$ cat src/rtl/serial_subtractor_if.sv
// Operand/result bundle for the bit-serial subtractor.
// The master drives the operands and start; the slave returns the registered results.
interface serial_subtractor_if #(
  parameter int WIDTH = 8
);
  logic             start;
  logic [WIDTH-1:0] a;
  logic [WIDTH-1:0] b;
  logic             bin;
  logic [WIDTH-1:0] diff;
  logic             bout;
  logic             zero;
  logic             busy;
  logic             done;

  modport master (
    output start, a, b, bin,
    input  diff, bout, zero, busy, done
  );

  modport slave (
    input  start, a, b, bin,
    output diff, bout, zero, busy, done
  );
endinterface

$ cat src/rtl/serial_subtractor.sv
// Bit-serial unsigned subtractor: computes a - b - bin one bit per clock, LSB first.
// Results are published with a one-cycle done pulse and held until the next operation completes.
module serial_subtractor #(
  parameter int WIDTH = 8
) (
  input  logic               clk,
  input  logic               rst,
  serial_subtractor_if.slave bus
);

  localparam int CW = (WIDTH > 1) ? $clog2(WIDTH) : 1;
  localparam logic [CW-1:0] LAST_BIT = CW'(WIDTH - 1);

  typedef enum logic [1:0] {
    S_IDLE = 2'd0,
    S_RUN  = 2'd1,
    S_DONE = 2'd2
  } state_t;

  state_t           state_q, state_d;
  logic [WIDTH-1:0] a_q, a_d;
  logic [WIDTH-1:0] b_q, b_d;
  logic             br_q, br_d;
  logic [CW-1:0]    cnt_q, cnt_d;
  logic [WIDTH-1:0] res_q, res_d;
  logic [WIDTH-1:0] diff_q, diff_d;
  logic             bout_q, bout_d;
  logic             zero_q, zero_d;
  logic             busy_q, busy_d;
  logic             done_q, done_d;

  logic             d_bit;
  logic             br_next;

  // Full-subtractor cell on the current LSBs of the operand shift registers.
  always_comb begin
    d_bit   = a_q[0] ^ b_q[0] ^ br_q;
    br_next = (~a_q[0] & b_q[0]) | (~(a_q[0] ^ b_q[0]) & br_q);
  end

  always_comb begin
    state_d = state_q;
    a_d     = a_q;
    b_d     = b_q;
    br_d    = br_q;
    cnt_d   = cnt_q;
    res_d   = res_q;
    diff_d  = diff_q;
    bout_d  = bout_q;
    zero_d  = zero_q;
    done_d  = 1'b0;

    case (state_q)
      S_IDLE: begin
        if (bus.start) begin
          a_d     = bus.a;
          b_d     = bus.b;
          br_d    = bus.bin;
          cnt_d   = '0;
          res_d   = '0;
          state_d = S_RUN;
        end
      end

      S_RUN: begin
        a_d   = {1'b0, a_q[WIDTH-1:1]};
        b_d   = {1'b0, b_q[WIDTH-1:1]};
        br_d  = br_next;
        res_d = {d_bit, res_q[WIDTH-1:1]};
        cnt_d = cnt_q + CW'(1);
        if (cnt_q == LAST_BIT) begin
          state_d = S_DONE;
        end
      end

      S_DONE: begin
        // Publish on leaving DONE so the outputs and done pulse appear together.
        diff_d  = res_q;
        bout_d  = br_q;
        zero_d  = (res_q == '0);
        done_d  = 1'b1;
        state_d = S_IDLE;
      end

      default: begin
        state_d = S_IDLE;
      end
    endcase

    busy_d = (state_d != S_IDLE);
  end

  always_ff @(posedge clk) begin
    if (rst) begin
      state_q <= S_IDLE;
      a_q     <= '0;
      b_q     <= '0;
      br_q    <= 1'b0;
      cnt_q   <= '0;
      res_q   <= '0;
      diff_q  <= '0;
      bout_q  <= 1'b0;
      zero_q  <= 1'b0;
      busy_q  <= 1'b0;
      done_q  <= 1'b0;
    end else begin
      state_q <= state_d;
      a_q     <= a_d;
      b_q     <= b_d;
      br_q    <= br_d;
      cnt_q   <= cnt_d;
      res_q   <= res_d;
      diff_q  <= diff_d;
      bout_q  <= bout_d;
      zero_q  <= zero_d;
      busy_q  <= busy_d;
      done_q  <= done_d;
    end
  end

  assign bus.diff = diff_q;
  assign bus.bout = bout_q;
  assign bus.zero = zero_q;
  assign bus.busy = busy_q;
  assign bus.done = done_q;

endmodule

$ cat src/flat_wrapper.sv
// flat-port wrapper written by rule: the top's interface ports become plain ports
module serial_subtractor_flat 
#(
  parameter int WIDTH = 8
)
  (clk, rst, bus_start, bus_a, bus_b, bus_bin, bus_diff, bus_bout, bus_zero, bus_busy, bus_done);
  serial_subtractor_if #(.WIDTH(WIDTH)) bus_i ();
  input  logic clk;
  input  logic rst;
  input wire logic [$bits(bus_i.start)-1:0] bus_start;
  input wire logic [$bits(bus_i.a)-1:0] bus_a;
  input wire logic [$bits(bus_i.b)-1:0] bus_b;
  input wire logic [$bits(bus_i.bin)-1:0] bus_bin;
  output wire logic [$bits(bus_i.diff)-1:0] bus_diff;
  output wire logic [$bits(bus_i.bout)-1:0] bus_bout;
  output wire logic [$bits(bus_i.zero)-1:0] bus_zero;
  output wire logic [$bits(bus_i.busy)-1:0] bus_busy;
  output wire logic [$bits(bus_i.done)-1:0] bus_done;
  assign bus_i.start = bus_start;
  assign bus_i.a = bus_a;
  assign bus_i.b = bus_b;
  assign bus_i.bin = bus_bin;
  assign bus_diff = bus_i.diff;
  assign bus_bout = bus_i.bout;
  assign bus_zero = bus_i.zero;
  assign bus_busy = bus_i.busy;
  assign bus_done = bus_i.done;
  serial_subtractor #(.WIDTH(WIDTH)) u_core (.clk(clk), .rst(rst), .bus(bus_i));
endmodule
$ cat config.mk
export PLATFORM = sky130hd
export DESIGN_NAME = serial_subtractor_flat
export DESIGN_NICKNAME = d
export VERILOG_FILES = /design/src/rtl/serial_subtractor_if.sv /design/src/rtl/serial_subtractor.sv /design/src/flat_wrapper.sv
export SDC_FILE = /design/constraint.sdc
export NUM_CORES = 1
export LEC_CHECK = 0
export ABC_CLOCK_PERIOD_IN_PS = 1600
export BUFFER_PORTS_ARGS = -buffer_cell sky130_fd_sc_hd__buf_2
export CAP_MARGIN = 20
export CORE_ASPECT_RATIO = 1.2
export CORE_MARGIN = 2
export CORE_UTILIZATION = 28
export DETAILED_ROUTE_END_ITERATION = 8
export GPL_ROUTABILITY_DRIVEN = 1
export MAX_ROUTING_LAYER = met4
export PLACE_DENSITY_LB_ADDON = 0.12
export SLEW_MARGIN = 10
export SYNTH_ARGS = -nofsm -noshare
export SYNTH_HDL_FRONTEND = slang
export SYNTH_SLANG_ARGS = --single-unit
$ cat constraint.sdc
create_clock -name clk -period 1.6 [get_ports clk]
set_input_delay 0.16 -clock clk [delete_from_list [all_inputs] [get_ports clk]]
set_output_delay 0.16 -clock clk [all_outputs]
set_load 0.005 [all_outputs]
* Yosys cells after proc, flatten, opt, wreduce, memory -nomap -nowiden *
Cells that the tools add are included.

word-level totals
  logic and storage cells = 42
  input port bits = 20
  output and inout port bits = 12
  register bits after elaboration = 42

cells by class
  reductions and logical operators = 5
  bitwise logic cells = 7
  equal/unequal tests = 4
  mux-type cells = 14
  add/sub/neg operators = 1

operator list
  cell                                                              number
  8-bit one-hot mux with 2 select lines                             3
  8-bit two-way mux                                                 3
  8-bit zero test                                                   1
  3-bit one-hot mux with 2 select lines                             1
  2-bit two-way mux                                                 2
  2-bit one-hot mux with 2 select lines                             1
  2-bit nonzero test                                                2
  3-bit by 1-bit adder with 3-bit output (second input constant)    1
  3-bit == test (second input constant)                             1
  3-bit two-way mux                                                 1
  1-bit bitwise AND                                                 2
  2-bit by 1-bit == test with 1-bit output (second input constant)  1
  2-bit == test (second input constant)                             1
  2-bit zero test                                                   1
  1-bit two-way mux                                                 2
  2-bit != test (second input constant)                             1
  1-bit inverter                                                    2
  1-bit one-hot mux with 2 select lines                             1
  2-bit AND reduction                                               1
  1-bit XOR                                                         2
  1-bit OR                                                          1

* Longest topological paths before layout *
  depth in word-level cells = 5
  depth in mapped cells = 5
  gate-level depth less buffers = 4

* Least setup slack after synthesis *
No wires, ideal clock.

  kind = flip-flop to flip-flop
  start = register u_core.br_q
  end = register u_core.br_q
  period minus slack after synthesis = 1264 ps
  cell stages (with the launch flop) = 5
  path buffers = 0
  data required time = 1505 ps
  arrival = 1169 ps
  slack = 336 ps
  cells stage by stage = dfxtp_1 > inv_1 > fa_1 > o21a_1 > a221oi_1

on the way
  word-level cells in the longest chain between the ends = 3

ends and longest elaborated chain
  item                                   line                      text
  from (decl)                            serial_subtractor.sv:23   logic br_q, br_d;
  from (signal assigned)                 serial_subtractor.sv:110  br_q <= br_d;
  1-bit bitwise AND                      serial_subtractor.sv:38   br_next = (~a_q[0] & b_q[0]) | (~(a_q[0] ^ b_q[0]) & br_q);
  1-bit OR                               serial_subtractor.sv:38
  1-bit one-hot mux with 2 select lines  serial_subtractor.sv:53   case (state_q)

Every way passes these cells.
A chain may end at the register's enable or synchronous reset.

* Worst setup path after layout *
Same ends and word-level chain as after synthesis.

==> flow_summary.ini <==
[run_status]
status = finished, final reports clean

[logic_synthesis]
synth_edf_count = 0
synth_top_cell_by_area = dfxtp_1
post-synth-top-count-cell = dfxtp_1
syn_nets = 213
yosysSeqAreaShare = 0.501
synth_top_area_share = 0.501
synth_flop_cell = dfxtp_1
synthesis.area_mm2 = 0.00168
netlist_top_cells_area = dfxtp_1 (50%), nand2_1 (7.6%), a21oi_1 (7.2%)
ys_seq_elements = 42
synth_cells = 190
synth_warnings = 0
async_flop_share = 0
synth_cell_types = 23
avgSynthCellArea_um2 = 8.82
synth_commonest_cells = dfxtp_1 (42), nand2_1 (34), nor2_1 (28), a21oi_1 (24), a22oi_1 (12)

[detailed_routing]
drc = 0
ant_nets = 0
via_count = 1345
wire_per_inst_um = 12.2
firstDrtPassIters = 5
routed_wl_um = 3660
routed_via_density = 4.48
drt_iter0_drc = 42

[floorplan]
row_count = 30
dieArea_mm2 = 0.00663
die_w_um = 74.6
die_y_um = 88.8
start_util = 0.294
io_pins = 32
core_area_mm2 = 0.00571

[pwr]
pwr-share-clk = 0.346
pwr_density_cell_mw_per_mm2 = 1010
ir_drop_mv = 0.305
p_sw_w = 0.000509
leakagePower_nw = 0.817
switching_share = 0.249
p_seq_frac = 0.547
power.share.combinational = 0.107
intPower_w = 0.00153

[clocking]
cts_buffers = 5
htreeDepth = 2
cts_sinks = 42
clk_latency_ns = 0.29
root_buffer = clkbuf_8
cts_hold_buf = 0
clkSlewWorstSetupHoldPaths_ns = 0.08
cts_tree = done
cts.path.max_buffers = 2
cts_post_setup_buffers_inserted = 0
cts.repair.resized = 0

[layout]
fillers = 645
drive_above_1_share = 0.255
syn2layout_area_growth_pct = 20.0
diodes = 0
fin_nets = 242

[sta]
tns_ns = 0
rsz0062_at_grt = no
max_freq_mhz = 738
drv_slew = 0
finalSetupViolCount = 0
hold_ws_ns = 0.106
skew_ns = 0.00702
period_minus_slack_ns = 1.35
hold_viol_final = 0
fin_crit_sh = 0.847
worstMarginPinSlew_ns = 0.432
slew_headroom = 0.712

[critical_path]
cp_max_fo = 2
crit_path_start_kind = register
crit_required_ns = 1.80
critPathKind = register to register
cp-end-kind = register
arrival_ns = 1.55

[placed_design]
dpl.hpwl_um = 2480
gp_congestion = 0.728
port-buffer-count = 31

[global_route]
grt_max_degree = 43
grt_pass1_wl_um = 6290
grt_overflow = 0
antenna_found_initial = 0
grt_pass1_vias = 1351
grt_usage = 0.129

[worst_hold_path]
worst_hold_path_type = input port to register

[run]
max-cap-violations = 0
==> kinds of logic (layout without fill, tap and decap cells) <==
family                   count (synthesis)  in the layout  share of synthesized area
adder cells (fa/ha/maj)                  3              3                     0.0269
AO/OA/AOI/OAI                           55             55                      0.240
flip-flops                              42             42                      0.501
AND/OR/NAND/NOR                         71             71                      0.173
buffers and inverters                   18             48                     0.0522
multiplexers                             1              1                    0.00597
==> critical path, cell delays in order, from the launching register on <==
cell,delay [ns]
dfxtp_1,0.35
inv_1,0.07
fa_1,0.40
o21a_1,0.19
a221oi_1,0.25
==> power groups by stage <==
stage	Combinational, W	Sequential (W)	Clock (W)
after floorplan	0.000160	0.00113	0
after global placement	0.000224	0.00114	0
after detailed placement	0.000224	0.00114	0
after CTS	0.000225	0.00112	0.000746
after global routing	0.000251	0.00112	0.000782
final	0.000219	0.00112	0.000705
==> per-layer routing <==
metal,track usage,vias up,share of wire
li1,-,710,-
met3,0.0353,6,0.043
met4,0.0438,0,0.015
met5,-,-,0
met2,0.208,29,0.47
met1,0.154,600,0.47
==> path summary, 6_finish.rpt <==
check	startpoint	endpoint	slack, ns	cells past startpoint
max	u_core.br_q$_SDFFE_PP0P_	u_core.br_q$_SDFFE_PP0P_	0.25	4
min	bus_a[2]	u_core.a_q[2]$_SDFFE_PP0P_	0.11	3
max reg2reg	u_core.br_q$_SDFFE_PP0P_	u_core.br_q$_SDFFE_PP0P_	0.25	4
min reg2reg	u_core.bus.diff[2]$_SDFFE_PP0P_	u_core.bus.diff[2]$_SDFFE_PP0P_	0.45	2
==> cell usage in the layout, fill, tap and decap left out <==
| cell | Yosys | layout |
|---|---|---|
| a21oi_1 | 24 | 24 |
| buf_12 | 0 | 1 |
| ha_1 | 2 | 2 |
| nand2_1 | 34 | 34 |
| o21bai_2 | 0 | 1 |
| inv_1 | 2 | 2 |
| mux2i_1 | 1 | 1 |
| clkbuf_1 | 5 | 1 |
| o21a_1 | 1 | 1 |
| nor2_1 | 28 | 28 |
| nand2b_1 | 2 | 2 |
| nor4_1 | 2 | 2 |
| nor3b_1 | 2 | 2 |
| nand3_1 | 1 | 1 |
| a22oi_1 | 12 | 12 |
| fa_1 | 1 | 1 |
| clkbuf_8 | 0 | 6 |
| a211oi_2 | 9 | 9 |
| buf_2 | 10 | 31 |
| a221oi_1 | 2 | 2 |
| a211oi_1 | 5 | 5 |
| o21ba_2 | 1 | 1 |
| buf_4 | 0 | 6 |
| dfxtp_1 | 42 | 42 |
| nor2b_1 | 2 | 2 |
| clkinv_2 | 0 | 1 |
==> registers in the layout (all words and copies together) (netlist names), 2 cells and up <==
name / flops
u_core.bus.diff: 8
u_core.cnt_q: 3
u_core.res_q: 8
u_core.state_q: 2
u_core.a_q: 8
u_core.b_q: 8
==> area by class of cell <==
cell class / instances / area (um2) / share of cell area
clock buffer: 7 / 86.3 / 0.0429
clock inverter: 1 / 5.00 / 0.00249
inverter: 2 / 7.51 / 0.00373
multi-input combinational: 130 / 752 / 0.374
sequential: 42 / 841 / 0.418
tap: 80 / 100 / 0.0498
timing repair buffer: 38 / 220 / 0.109
==> through the flow <==
stage	power, W	std cells	worst slack, ns	utilization	area [um2]
floorplan	0.00129	190	0.336	-	1680
global placement	0.00136	292	0.218	0.337	1920
detailed placement	0.00136	292	0.227	0.337	1920
CTS	0.00209	300	0.212	0.353	2010
global route	0.00215	300	0.0947	0.353	2010
finish	0.00204	300	0.245	0.353	2010
(Power assumes the default switching activity.)
